`src/rtl/inv_sub_bytes_state.sv`:
```
// -----------------------------------------------------------------------------
// inv_sub_bytes_state
//   InvSubBytes stage of the AES-128 decryption datapath. Keeps the 16-byte
//   state in a local memory. The upstream InvShiftRows stage loads it one byte
//   at a time. A start pulse then replaces every byte in place with
//   InvSBox(byte). When the pass ends, add_flag pulses to hand the state over
//   to AddRoundKey.
//
//   The S-box is computed arithmetically: a GF(2^8) inverse (x^254) combined
//   with the affine map. No 256-entry ROM is used.
//
// Parameters
//   PIPE_SBOX        1: S-box result and index are registered and written back
//                       one edge later (pass adds one DRAIN cycle).
//                    0: read-modify-write on the same edge.
//   RESET_CLEAR_MEM  1: reset clears the 16 state bytes to 8'h00.
//                    0: reset leaves the memory untouched.
//
// Optional feature (macro SUB_BYTES_FWD_MODE_EN)
//   Adds input fwd_mode. It is captured with an accepted start and held for
//   the whole pass. 1 selects the forward S-box and 0 the inverse S-box.
//   Without the macro only the inverse S-box exists.
//
// Ports
//   clk        rising-edge clock
//   rst        asynchronous active-low reset
//   start      one-cycle pulse, begins a pass (accepted only in IDLE, hold low)
//   wr_in      external byte write strobe (accepted only in IDLE, hold low)
//   addr_in    external write address 0..15
//   data_in    external write data
//   rd_addr    read address for data_out
//   hold       stall: freezes FSM, counter and pipeline, blocks memory writes
//   data_out   mem[rd_addr], combinational
//   busy       high while a pass is in flight (RUN/DRAIN)
//   count_out  byte index currently issued
//   add_flag   one-cycle pulse when a pass completes
// -----------------------------------------------------------------------------
module inv_sub_bytes_state #(
  parameter bit PIPE_SBOX       = 1'b1,
  parameter bit RESET_CLEAR_MEM = 1'b1
) (
  input  logic       clk,
  input  logic       rst,
`ifdef SUB_BYTES_FWD_MODE_EN
  input  logic       fwd_mode,
`endif
  input  logic       start,
  input  logic       wr_in,
  input  logic [3:0] addr_in,
  input  logic [7:0] data_in,
  input  logic [3:0] rd_addr,
  input  logic       hold,
  output logic [7:0] data_out,
  output logic       busy,
  output logic [3:0] count_out,
  output logic       add_flag
);

  typedef enum logic [1:0] {
    S_IDLE  = 2'd0,
    S_RUN   = 2'd1,
    S_DRAIN = 2'd2
  } state_e;

  // GF(2^8) multiply by x, modulo x^8+x^4+x^3+x+1
  function automatic logic [7:0] xtime(input logic [7:0] a);
    return {a[6:0], 1'b0} ^ (a[7] ? 8'h1b : 8'h00);
  endfunction

  function automatic logic [7:0] gf_mul(input logic [7:0] a, input logic [7:0] b);
    logic [7:0] acc;
    logic [7:0] aa;
    acc = 8'h00;
    aa  = a;
    for (int i = 0; i < 8; i++) begin
      if (b[i]) acc = acc ^ aa;
      else      acc = acc;
      aa = xtime(aa);
    end
    return acc;
  endfunction

  // a^254 is the multiplicative inverse; it also maps 0 to 0 as AES requires
  function automatic logic [7:0] gf_inv(input logic [7:0] a);
    logic [7:0] r;
    logic [7:0] base;
    logic [7:0] e;
    r    = 8'h01;
    base = a;
    e    = 8'hfe;
    for (int i = 0; i < 8; i++) begin
      if (e[i]) r = gf_mul(r, base);
      else      r = r;
      base = gf_mul(base, base);
    end
    return r;
  endfunction

  // Inverse affine map: rotl1 ^ rotl3 ^ rotl6 ^ 0x05
  function automatic logic [7:0] inv_affine(input logic [7:0] b);
    return {b[6:0], b[7]} ^ {b[4:0], b[7:5]} ^ {b[1:0], b[7:2]} ^ 8'h05;
  endfunction

`ifdef SUB_BYTES_FWD_MODE_EN
  // Forward affine map: b ^ rotl1 ^ rotl2 ^ rotl3 ^ rotl4 ^ 0x63
  function automatic logic [7:0] fwd_affine(input logic [7:0] b);
    return b ^ {b[6:0], b[7]} ^ {b[5:0], b[7:6]} ^ {b[4:0], b[7:5]} ^ {b[3:0], b[7:4]} ^ 8'h63;
  endfunction

  function automatic logic [7:0] sub_byte(input logic [7:0] b, input logic fwd);
    if (fwd) return fwd_affine(gf_inv(b));
    else     return gf_inv(inv_affine(b));
  endfunction
`else
  function automatic logic [7:0] sub_byte(input logic [7:0] b);
    return gf_inv(inv_affine(b));
  endfunction
`endif

  state_e     state_q, state_d;
  logic [3:0] count_q, count_d;
  logic       add_flag_q, add_flag_d;
  logic       busy_q, busy_d;
  logic       pv_q, pv_d;          // pipeline writeback pending
  logic [3:0] pidx_q, pidx_d;
  logic [7:0] pdata_q, pdata_d;
  logic [7:0] mem_q [16];

  logic [7:0] rd_byte_s;
  logic [7:0] sub_byte_s;
  logic       mem_we_s;
  logic [3:0] mem_waddr_s;
  logic [7:0] mem_wdata_s;

  assign rd_byte_s = mem_q[count_q];

`ifdef SUB_BYTES_FWD_MODE_EN
  logic mode_q, mode_d;
  assign sub_byte_s = sub_byte(rd_byte_s, mode_q);
`else
  assign sub_byte_s = sub_byte(rd_byte_s);
`endif

  // Next-state logic for FSM, byte counter, completion flag and pipeline stage
  always_comb begin
    state_d    = state_q;
    count_d    = count_q;
    add_flag_d = 1'b0;
    pv_d       = pv_q;
    pidx_d     = pidx_q;
    pdata_d    = pdata_q;
`ifdef SUB_BYTES_FWD_MODE_EN
    mode_d     = mode_q;
`endif
    case (state_q)
      S_IDLE: begin
        if (start && !hold) begin
          state_d = S_RUN;
          count_d = 4'd0;
`ifdef SUB_BYTES_FWD_MODE_EN
          mode_d  = fwd_mode;
`endif
        end else begin
          state_d = S_IDLE;
        end
      end
      S_RUN: begin
        if (!hold) begin
          pv_d    = PIPE_SBOX;
          pidx_d  = count_q;
          pdata_d = sub_byte_s;
          if (count_q == 4'd15) begin
            if (PIPE_SBOX) begin
              state_d = S_DRAIN;
            end else begin
              state_d    = S_IDLE;
              count_d    = 4'd0;
              add_flag_d = 1'b1;
            end
          end else begin
            count_d = count_q + 4'd1;
          end
        end else begin
          state_d = S_RUN;
        end
      end
      S_DRAIN: begin
        if (!hold) begin
          pv_d       = 1'b0;
          state_d    = S_IDLE;
          count_d    = 4'd0;
          add_flag_d = 1'b1;
        end else begin
          state_d = S_DRAIN;
        end
      end
      default: begin
        state_d = S_IDLE;
        count_d = 4'd0;
        pv_d    = 1'b0;
      end
    endcase
    busy_d = (state_d != S_IDLE);
  end

  // Memory write port: external load in IDLE, otherwise the substitution path
  always_comb begin
    mem_we_s    = 1'b0;
    mem_waddr_s = addr_in;
    mem_wdata_s = data_in;
    if (hold) begin
      mem_we_s = 1'b0;
    end else if (state_q == S_IDLE) begin
      mem_we_s = wr_in;
    end else if (PIPE_SBOX) begin
      // Writeback of i-1 while i is being read: addresses never collide
      mem_we_s    = pv_q;
      mem_waddr_s = pidx_q;
      mem_wdata_s = pdata_q;
    end else if (state_q == S_RUN) begin
      mem_we_s    = 1'b1;
      mem_waddr_s = count_q;
      mem_wdata_s = sub_byte_s;
    end else begin
      mem_we_s = 1'b0;
    end
  end

  // Control and pipeline registers
  always_ff @(posedge clk or negedge rst) begin
    if (!rst) begin
      state_q    <= S_IDLE;
      count_q    <= 4'd0;
      add_flag_q <= 1'b0;
      busy_q     <= 1'b0;
      pv_q       <= 1'b0;
      pidx_q     <= 4'd0;
      pdata_q    <= 8'h00;
    end else begin
      state_q    <= state_d;
      count_q    <= count_d;
      add_flag_q <= add_flag_d;
      busy_q     <= busy_d;
      pv_q       <= pv_d;
      pidx_q     <= pidx_d;
      pdata_q    <= pdata_d;
    end
  end

`ifdef SUB_BYTES_FWD_MODE_EN
  // S-box direction latched for the duration of a pass
  always_ff @(posedge clk or negedge rst) begin
    if (!rst) mode_q <= 1'b0;
    else      mode_q <= mode_d;
  end
`endif

  if (RESET_CLEAR_MEM) begin : g_mem_clr
    // State memory, cleared by reset
    always_ff @(posedge clk or negedge rst) begin
      if (!rst) begin
        for (int i = 0; i < 16; i++) mem_q[i] <= 8'h00;
      end else if (mem_we_s) begin
        mem_q[mem_waddr_s] <= mem_wdata_s;
      end
    end
  end else begin : g_mem_keep
    // State memory, contents survive reset; writes suppressed while in reset
    always_ff @(posedge clk) begin
      if (mem_we_s && rst) mem_q[mem_waddr_s] <= mem_wdata_s;
    end
  end

  assign data_out  = mem_q[rd_addr];
  assign busy      = busy_q;
  assign count_out = count_q;
  assign add_flag  = add_flag_q;

endmodule
```
`config.mk`:
```
export PLATFORM = sky130hd
export DESIGN_NAME = inv_sub_bytes_state
export DESIGN_NICKNAME = d
export VERILOG_FILES = /design/src/rtl/inv_sub_bytes_state.sv
export SDC_FILE = /design/constraint.sdc
export NUM_CORES = 1
export LEC_CHECK = 0
export BUFFER_PORTS_ARGS = -buffer_cell sky130_fd_sc_hd__buf_4
export CORE_MARGIN = 3
export CORE_UTILIZATION = 65
export CTS_CLUSTER_SIZE = 20
export DETAILED_ROUTE_END_ITERATION = 12
export GPL_TIMING_DRIVEN = 0
export HOLD_SLACK_MARGIN = 0.05
export PLACE_DENSITY = 0.89
export SLEW_MARGIN = 0
export SYNTH_ARGS = -nofsm -noshare
export SYNTH_HDL_FRONTEND = slang
export SYNTH_SLANG_ARGS = --single-unit
```
`constraint.sdc`:
```
create_clock -name clk -period 44 [get_ports clk]
set_input_delay 8.8 -clock clk [delete_from_list [all_inputs] [get_ports clk]]
set_output_delay 8.8 -clock clk [all_outputs]
set_load 0.01 [all_outputs]
```
==> metrics.csv, run 1 <==
metric,value,unit
clock_sinks,149,
fin_nets,2798,
finClkSkew,0.00770,ns
wl,71300,µm
cts-root-buf,clkbuf_16,
worst_r2r_path_depth,70,
critPathCaptureType,flip-flop,
drc,0,
worstPathArrival,22.62,ns
antenna_found_initial,0,
wl_per_cell,22.0,µm
worst_ep_required_time,44.31,ns
core,0.0346,mm²
drtAntennaViolNets,0,
htreeDepth,4,
rr_endpoint,pdata_q[4],
place.gp.congestion,1.02,
rrSetupSlack,21.69,ns
hold_path.class,flip-flop to flip-flop,
die_w,194,µm
max_stage_delay,0.67,ns
worst_pin_slew,1.15,ns
grt_overflow,0,
dr.pass1.iters,8,
netlist_top_cells_count,"xnor2_1 (408), nor2_1 (357), nand2_1 (309)",
ys_types,98,
vias,22100,
fin_setup_tns,0,ns
path_class,flip-flop to flip-flop,
synth_top_area_share,16.3,%
synthFlopType,dfrtp_1,
timing.fmax,0.0448,GHz
finalCritPeriodShare,50.7,%
crit_start,count_out[1],
synth_most_common_cell,xnor2_1,
clockBufferDepth,2,
yosys.area.top_type,dfrtp_1,
clk-insertion-delay-late,0.43,ns
synth-seq-cells,149,
grt_usage,37.0,%
nFillCells,2573,
synthCells,2719,
start_util,66.0,%
synth-edff-count,0,
yosys_warnings,0,
cts_buffers,17,
endpoint,pdata_q[4],
area_growth,6.28,%
synth_area_leaders,"dfrtp_1 (16%), xnor2_1 (16%), xnor3_1 (9.3%), mux4_2 (7.3%), nor2_1 (5.9%)",
ctsResizeCount,0,
hold_viol_final,0,
crit_slowest_cell,xnor3_2,
rows,68,
synth_area,0.0229,mm²
post-route-util,70.2,%
max_cap_viol_count,0,
rsz0062_at_grt,false,
grt_start_max_net_pins,89,
num_io_pins,35,
die_area,0.0375,mm²
cts_tree,built,
first_global_vias,21400,
drtIter0Drc,2776,
period_needed,22.31,ns
r2r_start,count_out[1],
cts_setup_buffers,0,
setup_violations,0,
ys_seq_area_share,16.3,%
post-dp-hpwl,51400,µm
holdBufCountCts,0,
grt_first_pass_wirelength,114000,µm
worst_path_most_repeated_cell,xnor2_1,
die_y,194,µm
status,completed,
drive_gt1_share,9.99,%
drv_slew,0,
slew_headroom,22.6,%
clkTransAtPathRegs,0.06,ns
avgSynthCellArea,8.41,µm²
worstPathMaxFanout,10,
antenna_cells,0,
crit_path_start_kind,flip-flop,
async_flop_share,100,%
syn_nets,2748,
vias_per_cell,6.82,
io_buffer_count,30,
## final cells by class
cell class / instances / area [µm²] / area share, %
Clock buffer: 21 / 460 / 1.90
Buffer: 180 / 758 / 3.12
Timing Repair Buffer: 31 / 256 / 1.06
Sequential cell: 149 / 3730 / 15.3
Inverter: 31 / 116 / 0.479
Clock inverter: 11 / 150 / 0.618
Tap cell: 455 / 569 / 2.34
Multi-Input combinational cell: 2359 / 18300 / 75.1
## per-layer routing
metal	vias up	part of all wire, %	track usage (%)
li1	9664	-	-
met1	10500	37	48.9
met2	1583	46	59.4
met3	331	11	6.83
met4	0	5.4	17.7
met5	-	0	0
## through the flow
stage          cells  setup WS [ns]  cell area, µm²  hold WS [ns]
4_1_cts         3237          22.30           24300         0.487
6_report        3237          21.69           24300         0.482
3_3_place_gp    3204          23.03           23700         0.464
5_1_grt         3237          20.65           24300         0.526
3_5_place_dp    3205          22.42           23700         0.475
2_1_floorplan   2719          24.58           22900         0.449
## worst min-delay path by stage
stage               start          to  slack [ns]  cells after the start
2_1_floorplan  pdata_q[1]  pdata_q[1]        0.45                      2
3_3_place_gp   pdata_q[1]  pdata_q[1]        0.46                      2
5_1_grt        pdata_q[0]  pdata_q[0]        0.53                      1
4_1_cts        pdata_q[2]  pdata_q[2]        0.49                      2
6_report       pdata_q[2]  pdata_q[2]        0.48                      2
3_5_place_dp   pdata_q[2]  pdata_q[2]        0.48                      2
## cell usage in the layout (no fill, tap or decap), types with 12 or more instances in the layout
cell	netlist	layout
xnor2_1	408	408
nor2_1	357	357
nand2_1	309	309
o21ai_0	181	181
a21oi_1	155	155
dfrtp_1	149	149
clkbuf_1	130	132
xnor3_1	94	94
xor2_1	91	91
nor3_1	78	78
mux4_2	74	74
mux2i_1	63	63
nand3_1	55	55
buf_4	13	42
inv_1	25	25
a31oi_1	25	25
nand2b_1	24	24
o22ai_1	24	24
xnor2_2	22	22
buf_2	21	21
mux2_2	21	21
a22oi_1	20	20
and3_1	18	18
and2_1	17	17
clkbuf_16	0	17
nor2b_1	16	16
a211oi_1	16	16
or3_1	15	15
buf_1	15	15
o211ai_1	13	13
xor2_2	13	13
o221ai_1	13	13
o21ai_1	12	12
## worst max-delay path, delay by kind of cell (launching register included)
kind                     cells  cell delay, ns
buffers and inverters       20            7.01
AND/OR/NAND/NOR             10            2.37
adder cells (fa/ha/maj)      4            1.31
AO/OA/AOI/OAI               18            4.66
XOR/XNOR                    16            5.77
multiplexers                 2            0.64
flip-flops                   1            0.39
## kinds of logic (layout without fill, tap and decap cells)
logic type      after synthesis  count (layout)  synth area share (%)
buf+inv                     211             274                  3.83
compound gates              590             590                  16.2
flops                       149             149                  16.3
mux                         160             160                  11.2
xor+xnor                    656             656                  33.9
fa+ha+maj                    10              10                 0.525
simple gates                943             943                  18.0
## registers in the layout, summed over array words and instances, names as in the netlist
name,flops
busy,1
state_q,2
pidx_q,4
mem_q,128
count_out,4
pv_q,1
add_flag,1
pdata_q,8
Power of run 1 is not shown: default switching activity piles up to over one toggle a cycle in this logic, so the estimate is an artifact.
==> run 2, diff against run 1 <==
- clock period: 44 -> 21.4 ns (I/O delays scaled with it)
==> run 2 against run 1 <==
Count of clock-buffer cells in the layout did not move; register-to-register slack got worse by 21 ns; first-iteration DRC count fell by 2.8%; worst setup slack got worse by 21 ns; final cell count barely moved; core utilization rose by 0.25 points; via count rose by 0.91%; hold slack improved by 0.00089 ns; non-clock buffer count fell by 2; critical path depth fell by 6; global-route usage did not move; largest cell class unchanged.
==> metrics.csv, run 2 (synthesis gave the netlist of run 1 again) <==
metric,value,unit,change
status,completed,,unchanged
num_io_pins,35,,unchanged
max_stage_delay,0.72,ns,was 0.67 ns
vias,22300,,"was 22,100"
die_area,0.0375,mm²,unchanged
first_global_vias,21400,,unchanged
holdBufCountCts,0,,unchanged
crit_slowest_cell,xor2_1,,was xnor3_2
dr.pass1.iters,9,,was 8
clk-insertion-delay-late,0.43,ns,about the same
drive_gt1_share,10.6,%,was 9.99%
final_cell_mix,"xnor2_1 (401), nor2_1 (356), nand2_1 (309), o21ai_0 (181), a21oi_1 (155)",,"was xnor2_1 (408), nor2_1 (357), nand2_1 (309), o21ai_0 (181), a21oi_1 (155)"
top_register,mem_q,,unchanged
drc,0,,unchanged
max_cap_viol_count,0,,unchanged
drtIter0Drc,2697,,"was 2,776"
grt_overflow,0,,unchanged
worst_path_most_repeated_cell,xnor3_1,,was xnor2_1
reg_top3,"mem_q (128), pdata_q (8)",,unchanged
die_y,194,µm,unchanged
timing.fmax,0.0485,GHz,was 0.0448 GHz
worst_pin_slew,1.15,ns,about the same
clockBufferDepth,2,,unchanged
area_growth,6.67,%,was 6.28%
setup_violations,0,,unchanged
grt_start_max_net_pins,89,,unchanged
htreeDepth,4,,unchanged
worst_ep_required_time,21.71,ns,was 44.31 ns
place_ws,-0.178,ns,was 22.42 ns
grt_first_pass_wirelength,114000,µm,unchanged
crit_path_start_kind,flip-flop,,unchanged
rows,68,,unchanged
cts_buffers,17,,unchanged
cts-root-buf,clkbuf_16,,unchanged
fin_cells,3235,,"was 3,237"
worstPathMaxFanout,10,,unchanged
nFillCells,2562,,"was 2,573"
cts_tree,built,,unchanged
stdcell_area,0.0244,mm²,was 0.0243 mm²
largest_register_ffs,128,,unchanged
finalCritPeriodShare,96.4,%,was 50.7%
fin_nets,2796,,"was 2,798"
io_buffer_count,30,,unchanged
wl_per_cell,22.0,µm,about the same
fin_setup_tns,0,ns,unchanged
fin_ws,0.774,ns,was 21.69 ns
finClkSkew,0.00759,ns,was 0.00770 ns
layout_commonest_cell,xnor2_1,,unchanged
drtAntennaViolNets,0,,unchanged
cts_setup_buffers,0,,unchanged
worstPathArrival,20.94,ns,was 22.62 ns
critPathCaptureType,flip-flop,,unchanged
die_w,194,µm,unchanged
slew_headroom,23.1,%,was 22.6%
start_util,66.0,%,unchanged
core,0.0346,mm²,unchanged
antenna_cells,0,,unchanged
clkTransAtPathRegs,0.06,ns,about the same
path_class,flip-flop to flip-flop,,unchanged
hold_viol_final,0,,unchanged
clock_sinks,149,,unchanged
placed_area,0.0237,mm²,unchanged
period_needed,20.63,ns,was 22.31 ns
hold_path.class,flip-flop to flip-flop,,unchanged
dp_cells,3205,,unchanged
antenna_found_initial,0,,unchanged
post-dp-hpwl,51400,µm,unchanged
drv_slew,0,,unchanged
vias_per_cell,6.88,,was 6.82
grt_usage,37.0,%,unchanged
place.gp.congestion,1.02,,unchanged
wl,71300,µm,about the same
-- run 2: cell types whose count changed in the layout (fill, tap and decap cells not counted), sizes merged --
cell    previous run  this run
clkbuf           151       149
-- run 2: layout make-up --
type	count	area, µm²	share of cell area [%]
Clock buffer	21	460	1.89
Clock inverter	11	150	0.616
Inverter	31	118	0.482
Timing Repair Buffer	31	256	1.05
Sequential cell	149	3730	15.3
Multi-Input combinational cell	2359	18300	75.2
Tap cell	455	569	2.33
Buffer	178	754	3.09
-- run 2: path summary, 6_finish.rpt --
kind                              start          to  slack (ns)  cells after the start
hold reg to reg              pdata_q[2]  pdata_q[2]        0.48                      2
max in group asynchronous           rst  mem_q[122]       16.75                      2
min in group asynchronous           rst  pdata_q[6]        3.83                      1
hold / removal               pdata_q[2]  pdata_q[2]        0.48                      2
setup / recovery           count_out[1]  pdata_q[4]        0.77                     64
setup reg to reg           count_out[1]  pdata_q[4]        0.77                     64
-- run 2: what timing repair did --
item / CTS / global route
endpoints found under the hold margin: 0 / 0
gates resized for setup: 2 / 19
endpoints found under the setup margin: 1 / 8
-- run 2: per-stage QoR --
stage | hold WS (ns) | utilization, %
final | 0.483 | 70.4
after global routing | 0.526 | 70.4
after CTS | 0.487 | 70.2
after detailed placement | 0.475 | 68.4
after global placement | 0.464 | 68.3
after floorplan | 0.449 | -
-- run 2: per-layer routing --
layer	track usage, %	vias up	wire length, µm
li1	-	9667	-
met2	59.4	1706	32700
met5	0	-	0
met4	17.7	0	4060
met3	6.83	364	8260
met1	48.9	10500	26200
-- run 2: worst max-delay path, delay by kind of cell (launching register included) --
family | cells | cell delay [ns]
AOI/OAI and AO/OA | 10 | 2.59
xor gates and xnor gates | 22 | 8.79
adders and majority gates | 3 | 1.32
buffers and inverters | 9 | 2.24
DFF | 1 | 0.39
muxes | 5 | 1.76
and+or+nand+nor | 15 | 3.35
Power of run 2 is left out for the same reason.
